===== src/rtl/io_output_pkg.sv =====
// Shared definitions for the memory-mapped output port bank: register offsets
// relative to the end of the port window, reset defaults and the word decoder.
package io_output_pkg;

  // Control words follow the port window, offsets counted from BASE_WORD + N_PORTS.
  localparam int unsigned MODE_OFS     = 0;
  localparam int unsigned PLEN_OFS     = 1;
  localparam int unsigned STATUS_OFS   = 2;

  // A pulse always lasts at least one cycle, so the reset pulse length is 1.
  localparam int unsigned DEFAULT_PLEN = 1;

  // Only addr[7:2] is decoded; up to 8 channels need a 3-bit port index.
  localparam int unsigned WORD_W       = 6;
  localparam int unsigned PORT_IDX_W   = 3;

  typedef enum logic [2:0] {
    SEL_NONE,
    SEL_PORT,
    SEL_MODE,
    SEL_PLEN,
    SEL_STATUS
  } reg_sel_e;

  typedef struct packed {
    reg_sel_e                kind;
    logic [PORT_IDX_W-1:0]   port;
  } reg_dec_t;

  // Map a word index onto the register it selects; anything outside the
  // window decodes to SEL_NONE (writes ignored, reads return zero).
  function automatic reg_dec_t decode_word(input logic [WORD_W-1:0] word,
                                           input int unsigned        base,
                                           input int unsigned        n_ports);
    reg_dec_t dec;
    int       off;
    dec.kind = SEL_NONE;
    dec.port = '0;
    off      = int'({26'd0, word}) - int'(base);
    if (off >= 0 && off < int'(n_ports)) begin
      dec.kind = SEL_PORT;
      dec.port = PORT_IDX_W'(off);
    end else if (off == int'(n_ports + MODE_OFS)) begin
      dec.kind = SEL_MODE;
    end else if (off == int'(n_ports + PLEN_OFS)) begin
      dec.kind = SEL_PLEN;
    end else if (off == int'(n_ports + STATUS_OFS)) begin
      dec.kind = SEL_STATUS;
    end
    return dec;
  endfunction

endpackage


===== src/rtl/io_out_channel.sv =====
// One output channel: a WIDTH-bit value register plus a pulse-length counter.
// In level mode a write simply loads the value; in pulse mode the value is
// held for max(plen,1) cycles and then cleared. busy_o flags a live pulse.
module io_out_channel
  import io_output_pkg::*;
#(
  parameter int unsigned WIDTH   = 32,
  parameter int unsigned PULSE_W = 16
) (
  input  logic               clk_i,
  input  logic               rst_ni,
  input  logic               wr_i,      // store to this channel's port word
  input  logic               mode_i,    // 1 = pulse, 0 = level (current MODE bit)
  input  logic               cancel_i,  // MODE write clearing this channel's bit
  input  logic [PULSE_W-1:0] plen_i,
  input  logic [WIDTH-1:0]   data_i,
  output logic [WIDTH-1:0]   value_o,
  output logic               busy_o
);

  logic [WIDTH-1:0]   value_q, value_d;
  logic [PULSE_W-1:0] cnt_q,   cnt_d;

  // Next-state: a write wins over cancel, cancel wins over the countdown.
  always_comb begin
    // NOTE: every variable gets a default before the branches, so no path
    // leaves it unassigned and no latch is inferred.
    value_d = value_q;
    cnt_d   = cnt_q;
    if (wr_i) begin
      value_d = data_i;
      if (mode_i) begin
        cnt_d = (plen_i == '0) ? PULSE_W'(DEFAULT_PLEN) : plen_i;
      end else begin
        cnt_d = '0;
      end
    end else if (cancel_i) begin
      // Channel falls back to level mode: stop counting, keep the value.
      cnt_d = '0;
    end else if (cnt_q == PULSE_W'(1)) begin
      cnt_d   = '0;
      value_d = '0;
    end else if (cnt_q != '0) begin
      cnt_d = cnt_q - PULSE_W'(1);
    end
  end

  // State register with immediate clear on reset.
  always_ff @(posedge clk_i or negedge rst_ni) begin
    // NOTE: sequential state uses non-blocking assignments so every register
    // samples pre-edge values regardless of process ordering.
    if (!rst_ni) begin
      value_q <= '0;
      cnt_q   <= '0;
    end else begin
      value_q <= value_d;
      cnt_q   <= cnt_d;
    end
  end

  assign value_o = value_q;
  assign busy_o  = (cnt_q != '0);

endmodule


===== src/rtl/io_output_bank.sv =====
// Memory-mapped output port bank on the CPU I/O space. Decodes addr[7:2],
// holds the MODE and PLEN control registers, steers stores to the channels
// and provides combinational readback of every register.
module io_output_bank
  import io_output_pkg::*;
#(
  parameter int unsigned N_PORTS   = 3,
  parameter int unsigned WIDTH     = 32,
  parameter logic [5:0]  BASE_WORD = 6'b100000,
  parameter int unsigned PULSE_W   = 16
) (
  input  logic                       io_clk,
  input  logic                       resetn,
  input  logic [31:0]                addr,
  input  logic [31:0]                datain,
  input  logic                       write_io_enable,
  output logic [31:0]                dataout,
  output logic [N_PORTS*WIDTH-1:0]   out_ports,
  output logic [N_PORTS-1:0]         busy
);

  reg_dec_t           dec;
  logic [N_PORTS-1:0] mode_q, mode_d;
  logic [PULSE_W-1:0] plen_q, plen_d;
  logic [N_PORTS-1:0] port_wr;
  logic [N_PORTS-1:0] mode_cancel;

  // Only the word index is decoded; the remaining address bits are ignored.
  logic unused_addr;
  assign unused_addr = ^{addr[31:8], addr[1:0]};

  assign dec = decode_word(addr[7:2], 32'(BASE_WORD), N_PORTS);

  // Control register next-state: MODE and PLEN load on their own word.
  always_comb begin
    mode_d = mode_q;
    plen_d = plen_q;
    if (write_io_enable) begin
      case (dec.kind)
        SEL_MODE: mode_d = datain[N_PORTS-1:0];
        SEL_PLEN: plen_d = datain[PULSE_W-1:0];
        default:  ;
      endcase
    end
  end

  // Control registers; PLEN comes out of reset at the minimum pulse length.
  always_ff @(posedge io_clk or negedge resetn) begin
    if (!resetn) begin
      mode_q <= '0;
      plen_q <= PULSE_W'(DEFAULT_PLEN);
    end else begin
      mode_q <= mode_d;
      plen_q <= plen_d;
    end
  end

  // One channel per port; each sees its own write strobe and MODE bit.
  for (genvar i = 0; i < N_PORTS; i++) begin : g_chan
    assign port_wr[i]     = write_io_enable && (dec.kind == SEL_PORT) &&
                            (dec.port == PORT_IDX_W'(i));
    assign mode_cancel[i] = write_io_enable && (dec.kind == SEL_MODE) && !datain[i];

    io_out_channel #(
      .WIDTH   (WIDTH),
      .PULSE_W (PULSE_W)
    ) u_chan (
      .clk_i    (io_clk),
      .rst_ni   (resetn),
      .wr_i     (port_wr[i]),
      .mode_i   (mode_q[i]),
      .cancel_i (mode_cancel[i]),
      .plen_i   (plen_q),
      .data_i   (datain[WIDTH-1:0]),
      .value_o  (out_ports[i*WIDTH +: WIDTH]),
      .busy_o   (busy[i])
    );
  end

  // Combinational readback, zero-extended; unmapped words read as zero.
  always_comb begin
    dataout = '0;
    case (dec.kind)
      SEL_PORT: begin
        for (int unsigned i = 0; i < N_PORTS; i++) begin
          if (dec.port == PORT_IDX_W'(i)) begin
            dataout = 32'(out_ports[i*WIDTH +: WIDTH]);
          end
        end
      end
      SEL_MODE:   dataout = 32'(mode_q);
      SEL_PLEN:   dataout = 32'(plen_q);
      SEL_STATUS: dataout = 32'(busy);
      default:    dataout = '0;
    endcase
  end

endmodule


===== config.mk =====
export PLATFORM = sky130hd
export DESIGN_NAME = io_output_bank
export DESIGN_NICKNAME = d
export VERILOG_FILES = /design/src/rtl/io_output_pkg.sv /design/src/rtl/io_out_channel.sv /design/src/rtl/io_output_bank.sv
export SDC_FILE = /design/constraint.sdc
export NUM_CORES = 1
export LEC_CHECK = 0
export BUFFER_PORTS_ARGS = -buffer_cell sky130_fd_sc_hd__buf_2
export CORE_ASPECT_RATIO = 1.2
export CORE_MARGIN = 1
export CORE_UTILIZATION = 35
export DETAILED_ROUTE_END_ITERATION = 10
export GPL_TIMING_DRIVEN = 0
export SLEW_MARGIN = 20
export SYNTH_ARGS = -nofsm -noshare
export SYNTH_HDL_FRONTEND = slang
export SYNTH_HIERARCHICAL = 1
export SYNTH_SLANG_ARGS = --single-unit

===== constraint.sdc =====
create_clock -name io_clk -period 2.32 [get_ports io_clk]
set_input_delay 0.116 -clock io_clk [delete_from_list [all_inputs] [get_ports io_clk]]
set_output_delay 0.116 -clock io_clk [all_outputs]
set_load 0.005 [all_outputs]

==> results of run 1 <==
## layout by cell type, fill, tap and decap left out, types with 7 or more instances in the layout
cell,n
a21oi_1,19
a22o_1,109
a22oi_1,21
buf_2,183
buf_4,12
clkbuf_1,18
clkbuf_16,17
dfrtp_1,162
dlygate4sd3_1,30
ha_1,9
inv_1,7
mux2_2,9
mux2_4,10
mux2i_1,32
nand2_1,62
nor2_1,39
nor3_1,14
nor4_1,16
o21ai_0,36
o2bb2ai_1,13
or2_2,18
xnor2_1,15
xor2_1,21
## cell families after synthesis
group           after synthesis
compound gates              210
flops                       163
simple gates                222
buf+inv                      52
fa+ha+maj                     9
xor+xnor                     36
mux                          54
## layout make-up
type / instances / area (um^2) / share of cell area (%)
Inverter: 10 / 37.54 / 0.3502
Tap cell: 315 / 394.1 / 3.677
Clock buffer: 22 / 474.2 / 4.424
Buffer: 42 / 230.2 / 2.148
Sequential cell: 163 / 4080 / 38.07
Clock inverter: 10 / 97.59 / 0.9106
Timing Repair Buffer: 210 / 1256 / 11.72
Multi-Input combinational cell: 531 / 4148 / 38.70
## stage by stage
stage | setup TNS (ns) | utilization, % | power [uW]
2_1_floorplan | 0 | - | 6172
3_3_place_gp | -369.26 | 41.32 | 7085
3_5_place_dp | -123.90 | 41.48 | 7170
4_1_cts | 0 | 45.55 | 10020
5_1_grt | -0.04859 | 45.89 | 10680
6_report | 0 | 45.89 | 10070
## power by group through the flow
stage	sequential (uW)	combinational, uW	clock, uW
after global routing	4560	3190	2920
after global placement	4430	2650	0
after CTS	4420	2800	2800
final	4470	2860	2750
after detailed placement	4450	2730	0
after floorplan	4250	1920	0
## timing repair
action / 4_1_cts / 5_1_grt
pin swaps: 4 / 2
endpoints found under the setup margin: 158 / 39
hold buffers: 30 / 0
endpoints found under the hold margin: 173 / 0
gates resized for setup: 11 / 10
setup buffers: 5 / 4
## routing by layer
layer / share of wire [%] / track usage (%)
met1: 43 / 29.29
met5: 0 / 0
met4: 1.9 / 6.984
met3: 5.5 / 5.067
met2: 50 / 39.11
## sequential cells by signal, indices dropped and copies added (netlist names)
| signal | count |
|---|---|
| g_chan.u_chan/value_o | 96 |
| plen_q | 16 |
| g_chan.u_chan/cnt_q | 48 |
| mode_q | 3 |
## final timing paths
path / end / depth (start not counted)
worst max register to register: g_chan[2].u_chan/value_o[5] / 5
worst min register to register: g_chan[0].u_chan/value_o[28] / 1
max in group asynchronous: g_chan[1].u_chan/cnt_q[15] / 3
worst max-delay path: g_chan[1].u_chan/cnt_q[0] / 9
worst min-delay path: g_chan[0].u_chan/value_o[1] / 2
min in group asynchronous: g_chan[2].u_chan/cnt_q[10] / 2
==> metrics.yaml, run 1 <==
synth.area.mux_share_pct: 7.606
cp.required_ns: 2.66
syn_to_final_growth_pct: 27.51
grt_overflow: 0
power_density_mw_per_mm2: 940.0
layout_min_cycle_time_ns: 2.193
start_util_pct: 35.99
dieArea_mm2: 0.02464
setup.worst_path.class: "in -> reg"
cts_sinks: 163
hold_slack_ns: 0.02523
core-area_mm2: 0.02335
worstSetupStartpointType: "input port"
tightest_slew_ns: 0.8727
hpwl_um: 19450
grt_start_max_net_pins: 90
reg2reg_slack_ns: 0.16
synth_top_family_by_area: "compound AO/OA/AOI/OAI gates"
routedWlPerCell_um: 21.23
synthSimpleGateAreaFrac_pct: 15.67
p_clk_share_pct: 27.3
routabilityCongestion: 0.8482
io_buffers: 170
cp-startpoint: "addr[2]"
cpLargestDelayFamily: "buffers and inverters"
finalHoldViolations: 0
timing.fmax_mhz: 455.9
synth_edf_count: 0
synth_top_cell_area_share_pct: 48.23
vias: 7134
fp.dieH_um: 171.8
ys_types: 51
syn_avg_cell_area_um2: 11.27
grt_first_pass_wirelength_um: 42080
slew_headroom_pct: 41.82
power_switching_uw: 3515
crit_arrival_ns: 2.54
nets: 1051
setup_viol: 0
fin_area_mm2: 0.01072
cts_buffer_depth: 2
p_comb_share_pct: 28.4
skew_ns: 0.009844
postPlaceCellArea_mm2: 0.009688
crit_chain: "buf_2, buf_2, buf_2, nor3b_1, buf_4, and2_1, dlygate4sd1_1, o21ai_0, a22oi_1"
io_pins: 198
worst_path_max_delay_cell: "dlygate4sd1_1"
cts_buffers: 17
maxCapViolations: 0
outcome: "complete, no violations"
synthCells: 746
antenna_found_initial: 0
die_w_um: 143.5
hp-start: "datain[1]"
fin_crit_sh_pct: 94.54
pre_cts_ws_ns: -1.099
clk_pin_slew_ns: 0.06
grt_usage_pct: 23.10
crit_top_cell: "buf_2"
place_inst: 1232
drt_iter0_markers: 511
rows: 61
ys.flop_type: "dfrtp_1"
first_pass_iters: 4
cp_slowest_stage_delay_ns: 0.45
ys_top_cells_by_count: "dfrtp_1 (162), a22o_1 (109), nand2_1 (62)"
ys_seq_elements: 163
fillers: 2263
syn_area_mm2: 0.008406
synthesis.nets: 822
insertion_delay_ns: 0.43
seq_power_share_pct: 44.4
h-tree-depth: 4
yosys_warnings: 6
tritoncts: "built"
cp-end-kind: "flip-flop"
ys_seq_area_share_pct: 48.54
drc: 0
n_antenna_cell: 0
grt_pass1_vias: 7143
viasPerCell: 5.475
setup_slack_ns: 0.1266
hold_path_class: "in -> reg"
yosys.area_share.adder_pct: 1.340
swShare_pct: 34.89
r2r_start: "g_chan[2].u_chan/cnt_q[4]"
wirelength_um: 27660
yosysMostFrequentCell: "dfrtp_1"
synthXorXnorAreaFrac_pct: 3.751
vdd_drop_max_mv: 0.4963
ys_top_cells_by_area: "dfrtp_1 (48%), a22o_1 (11%), mux2i_1 (3.8%)"
root_buffer: "clkbuf_16"
synth-async-reset-ratio_pct: 100.0
drive_above_1_share_pct: 32.19
synth-compound-area-share_pct: 19.96
yosysTopAreaCell: "dfrtp_1"
p_int_uw: 6560
maxSlewViolCount: 0
final_cells: 1303
postRouteAntennaNets: 0
cp_max_fo: 10
power.leakage_uw: 0.005176
worst-path-buf-inv: 5
No activity file was read; power rests on OpenSTA's default activity.
==> run 2, diff against run 1 <==
--- a/config.mk
+++ b/config.mk
@@ -11,6 +11,7 @@
 export CORE_UTILIZATION = 35
 export DETAILED_ROUTE_END_ITERATION = 10
 export GPL_TIMING_DRIVEN = 0
+export PLACE_DENSITY = 0.55
 export SLEW_MARGIN = 20
 export SYNTH_ARGS = -nofsm -noshare
 export SYNTH_HDL_FRONTEND = slang
==> run 2 against run 1 <==
- combinational power is essentially flat
- design area shrank 0.12%
- highest routed layer unchanged
- sequential power is essentially flat
- power shrank 0.12%
- utilization shrank 0.054 points
- clock power is essentially flat
- cell count shrank 0.15%
- clock skew grew 0.0067 ns
- count of clock-buffer cells in the layout shrank 4
- non-clock buffer count shrank 2
- die area is the same
- largest power group unchanged
- critical endpoint is now dataout[0]
- first-iteration DRC count shrank 29%
==> metrics.yaml, run 2 (same netlist as run 1, synthesis figures left out) <==
grt_usage_pct: 23.42  # +0.31 points
swShare_pct: 36.37  # +1.5 points
root_buffer: "clkbuf_16"
layout_common_cells: "buf_2 (182), dfrtp_1 (162), a22o_1 (109)"
insertion_delay_ns: 0.44  # about the same
drc: 0  # unchanged
hold_path_class: "in -> reg"
p_clk_share_pct: 27.4  # about the same
wirelength_um: 27660  # about the same
power_uw: 10060  # -0.12%
fin_crit_sh_pct: 95.95  # +1.4 points
grt_overflow: 0  # unchanged
grt_first_pass_wirelength_um: 42770  # +1.6%
first_pass_iters: 5  # +1
power_switching_uw: 3660  # +4.1%
nets: 1049  # -0.19%
setup_viol: 0  # unchanged
routedWlPerCell_um: 21.26  # +0.16%
io_pins: 198  # unchanged
io_buffers: 170  # unchanged
cp_max_fo: 5  # -5
final_cells: 1301  # -0.15%
hpwl_um: 19560  # +0.53%
finalHoldViolations: 0  # unchanged
syn_to_final_growth_pct: 27.36
grt_pass1_vias: 7263  # +1.7%
fillers: 2292  # +1.3%
final_common_cell: "buf_2"
cp.required_ns: 2.20  # -0.46 ns
vdd_drop_max_mv: 0.5399  # +8.8%
cts_sinks: 163  # unchanged
maxCapViolations: 0  # unchanged
place_inst: 1232  # unchanged
drive_above_1_share_pct: 31.74  # -0.44 points
antenna_found_initial: 0  # unchanged
maxSlewViolCount: 0  # unchanged
start_util_pct: 35.99  # unchanged
core-area_mm2: 0.02335  # unchanged
cts_buffer_depth: 2  # unchanged
skew_ns: 0.01650  # +0.006654 ns
vias: 7083  # -0.71%
n_antenna_cell: 0  # unchanged
grt_start_max_net_pins: 86  # -4.4%
crit_arrival_ns: 2.11  # -0.43 ns
largest_reg_flops: 96  # unchanged
tritoncts: "built"
worstSetupStartpointType: "flip-flop"
die_w_um: 143.5  # unchanged
clk_pin_slew_ns: 0.07  # about the same
h-tree-depth: 4  # unchanged
drt_iter0_markers: 363  # -29%
p_comb_share_pct: 28.2  # -0.2 points
postPlaceCellArea_mm2: 0.009688  # unchanged
rows: 61  # unchanged
power.leakage_uw: 0.005150  # -0.52%
tightest_slew_ns: 0.7977  # -0.07504 ns
fin_area_mm2: 0.01071  # -0.12%
routabilityCongestion: 0.8274  # -2.5%
layout_min_cycle_time_ns: 2.226  # +0.03264 ns
setup.worst_path.class: "reg -> out"
dieArea_mm2: 0.02464  # unchanged
viasPerCell: 5.444  # -0.56%
slew_headroom_pct: 46.82  # +5.0 points
cts_buffers: 17  # unchanged
cp-end-kind: "output port"
fp.dieH_um: 171.8  # unchanged
timing.fmax_mhz: 449.2  # -1.5%
p_int_uw: 6403  # -2.4%
power_density_mw_per_mm2: 940.0  # about the same
postRouteAntennaNets: 0  # unchanged
outcome: "complete, no violations"
seq_power_share_pct: 44.3  # about the same
rsz0062_at_grt: "yes"
run 2: cell count changes in the layout (fill, tap and decap cells not counted), sizes merged:
cell / change
inv: +7
clkinvlp: -1
buf: -3
bufinv: -1
clkdlybuf4s15: +1
clkinv: -1
clkbuf: -3
dlygate4sd1: -1
run 2: final cells by class:
cell class	instances	area [um^2]	share of cell area [%]
Multi-Input combinational cell	531	4156	38.83
Clock buffer	18	429.2	4.009
Tap cell	315	394.1	3.682
Inverter	10	37.54	0.3506
Buffer	42	234.0	2.186
Sequential cell	163	4080	38.11
Clock inverter	14	132.6	1.239
Timing Repair Buffer	208	1241	11.59
run 2: power by group through the flow:
| stage | clock network, uW | logic, uW | registers [uW] |
|---|---|---|---|
| after floorplan | 0 | 1920 | 4250 |
| after global placement | 0 | 2670 | 4450 |
| after detailed placement | 0 | 2710 | 4450 |
| after CTS | 2800 | 2790 | 4430 |
| after global routing | 2940 | 3190 | 4570 |
| final | 2760 | 2840 | 4460 |
run 2: routing by layer:
layer	vias up	wire, um	track usage, %
met1	3563	11850	29.75
met3	40	1716	5.429
met4	0	505	7.632
met5	-	0	0
li1	3254	-	-
met2	226	13590	39.09
run 2: critical path, stage by stage, from the launching register on:
cell and delay (ns):
dfrtp_1 0.44, inv_1 0.15, ha_1 0.17, nor4b_4 0.26
nand4_4 0.18, mux2i_1 0.24, o21ai_0 0.09, buf_2 0.13
run 2: stage by stage:
| step | setup TNS [ns] | hold slack (ns) | setup slack [ns] | util [%] |
|---|---|---|---|---|
| global route | -0.02010 | 0.02795 | -0.008681 | 45.84 |
| global placement | -379.45 | 0.3799 | -1.558 | 41.32 |
| CTS | 0 | 0.01789 | 0.007361 | 45.53 |
| detailed placement | -130.98 | 0.1798 | -1.213 | 41.48 |
| finish | 0 | 0.02936 | 0.09396 | 45.84 |
| floorplan | 0 | -0.1796 | 0.2518 | - |
run 2: worst paths after layout:
kind                                                 to  cells past startpoint  slack, ns                         start
max                                          dataout[0]                      7       0.09     g_chan[0].u_chan/cnt_q[0]
min                         g_chan[0].u_chan/value_o[2]                      2       0.03                     datain[2]
max reg2reg                g_chan[0].u_chan/value_o[21]                      5       0.13     g_chan[0].u_chan/cnt_q[4]
min reg2reg                g_chan[1].u_chan/value_o[31]                      1       0.52  g_chan[1].u_chan/value_o[31]
max in group asynchronous     g_chan[1].u_chan/cnt_q[7]                      3       1.18                        resetn
min in group asynchronous    g_chan[2].u_chan/cnt_q[13]                      2       0.30                        resetn
run 2: what timing repair did:
| action | 4_1_cts | 5_1_grt |
|---|---|---|
| gates resized for setup | 12 | 7 |
| pin swaps | 5 | 1 |
| setup buffers | 4 | 3 |
| setup endpoints to repair | 164 | 14 |
| hold buffers | 30 | 0 |
| hold endpoints to repair | 183 | 0 |
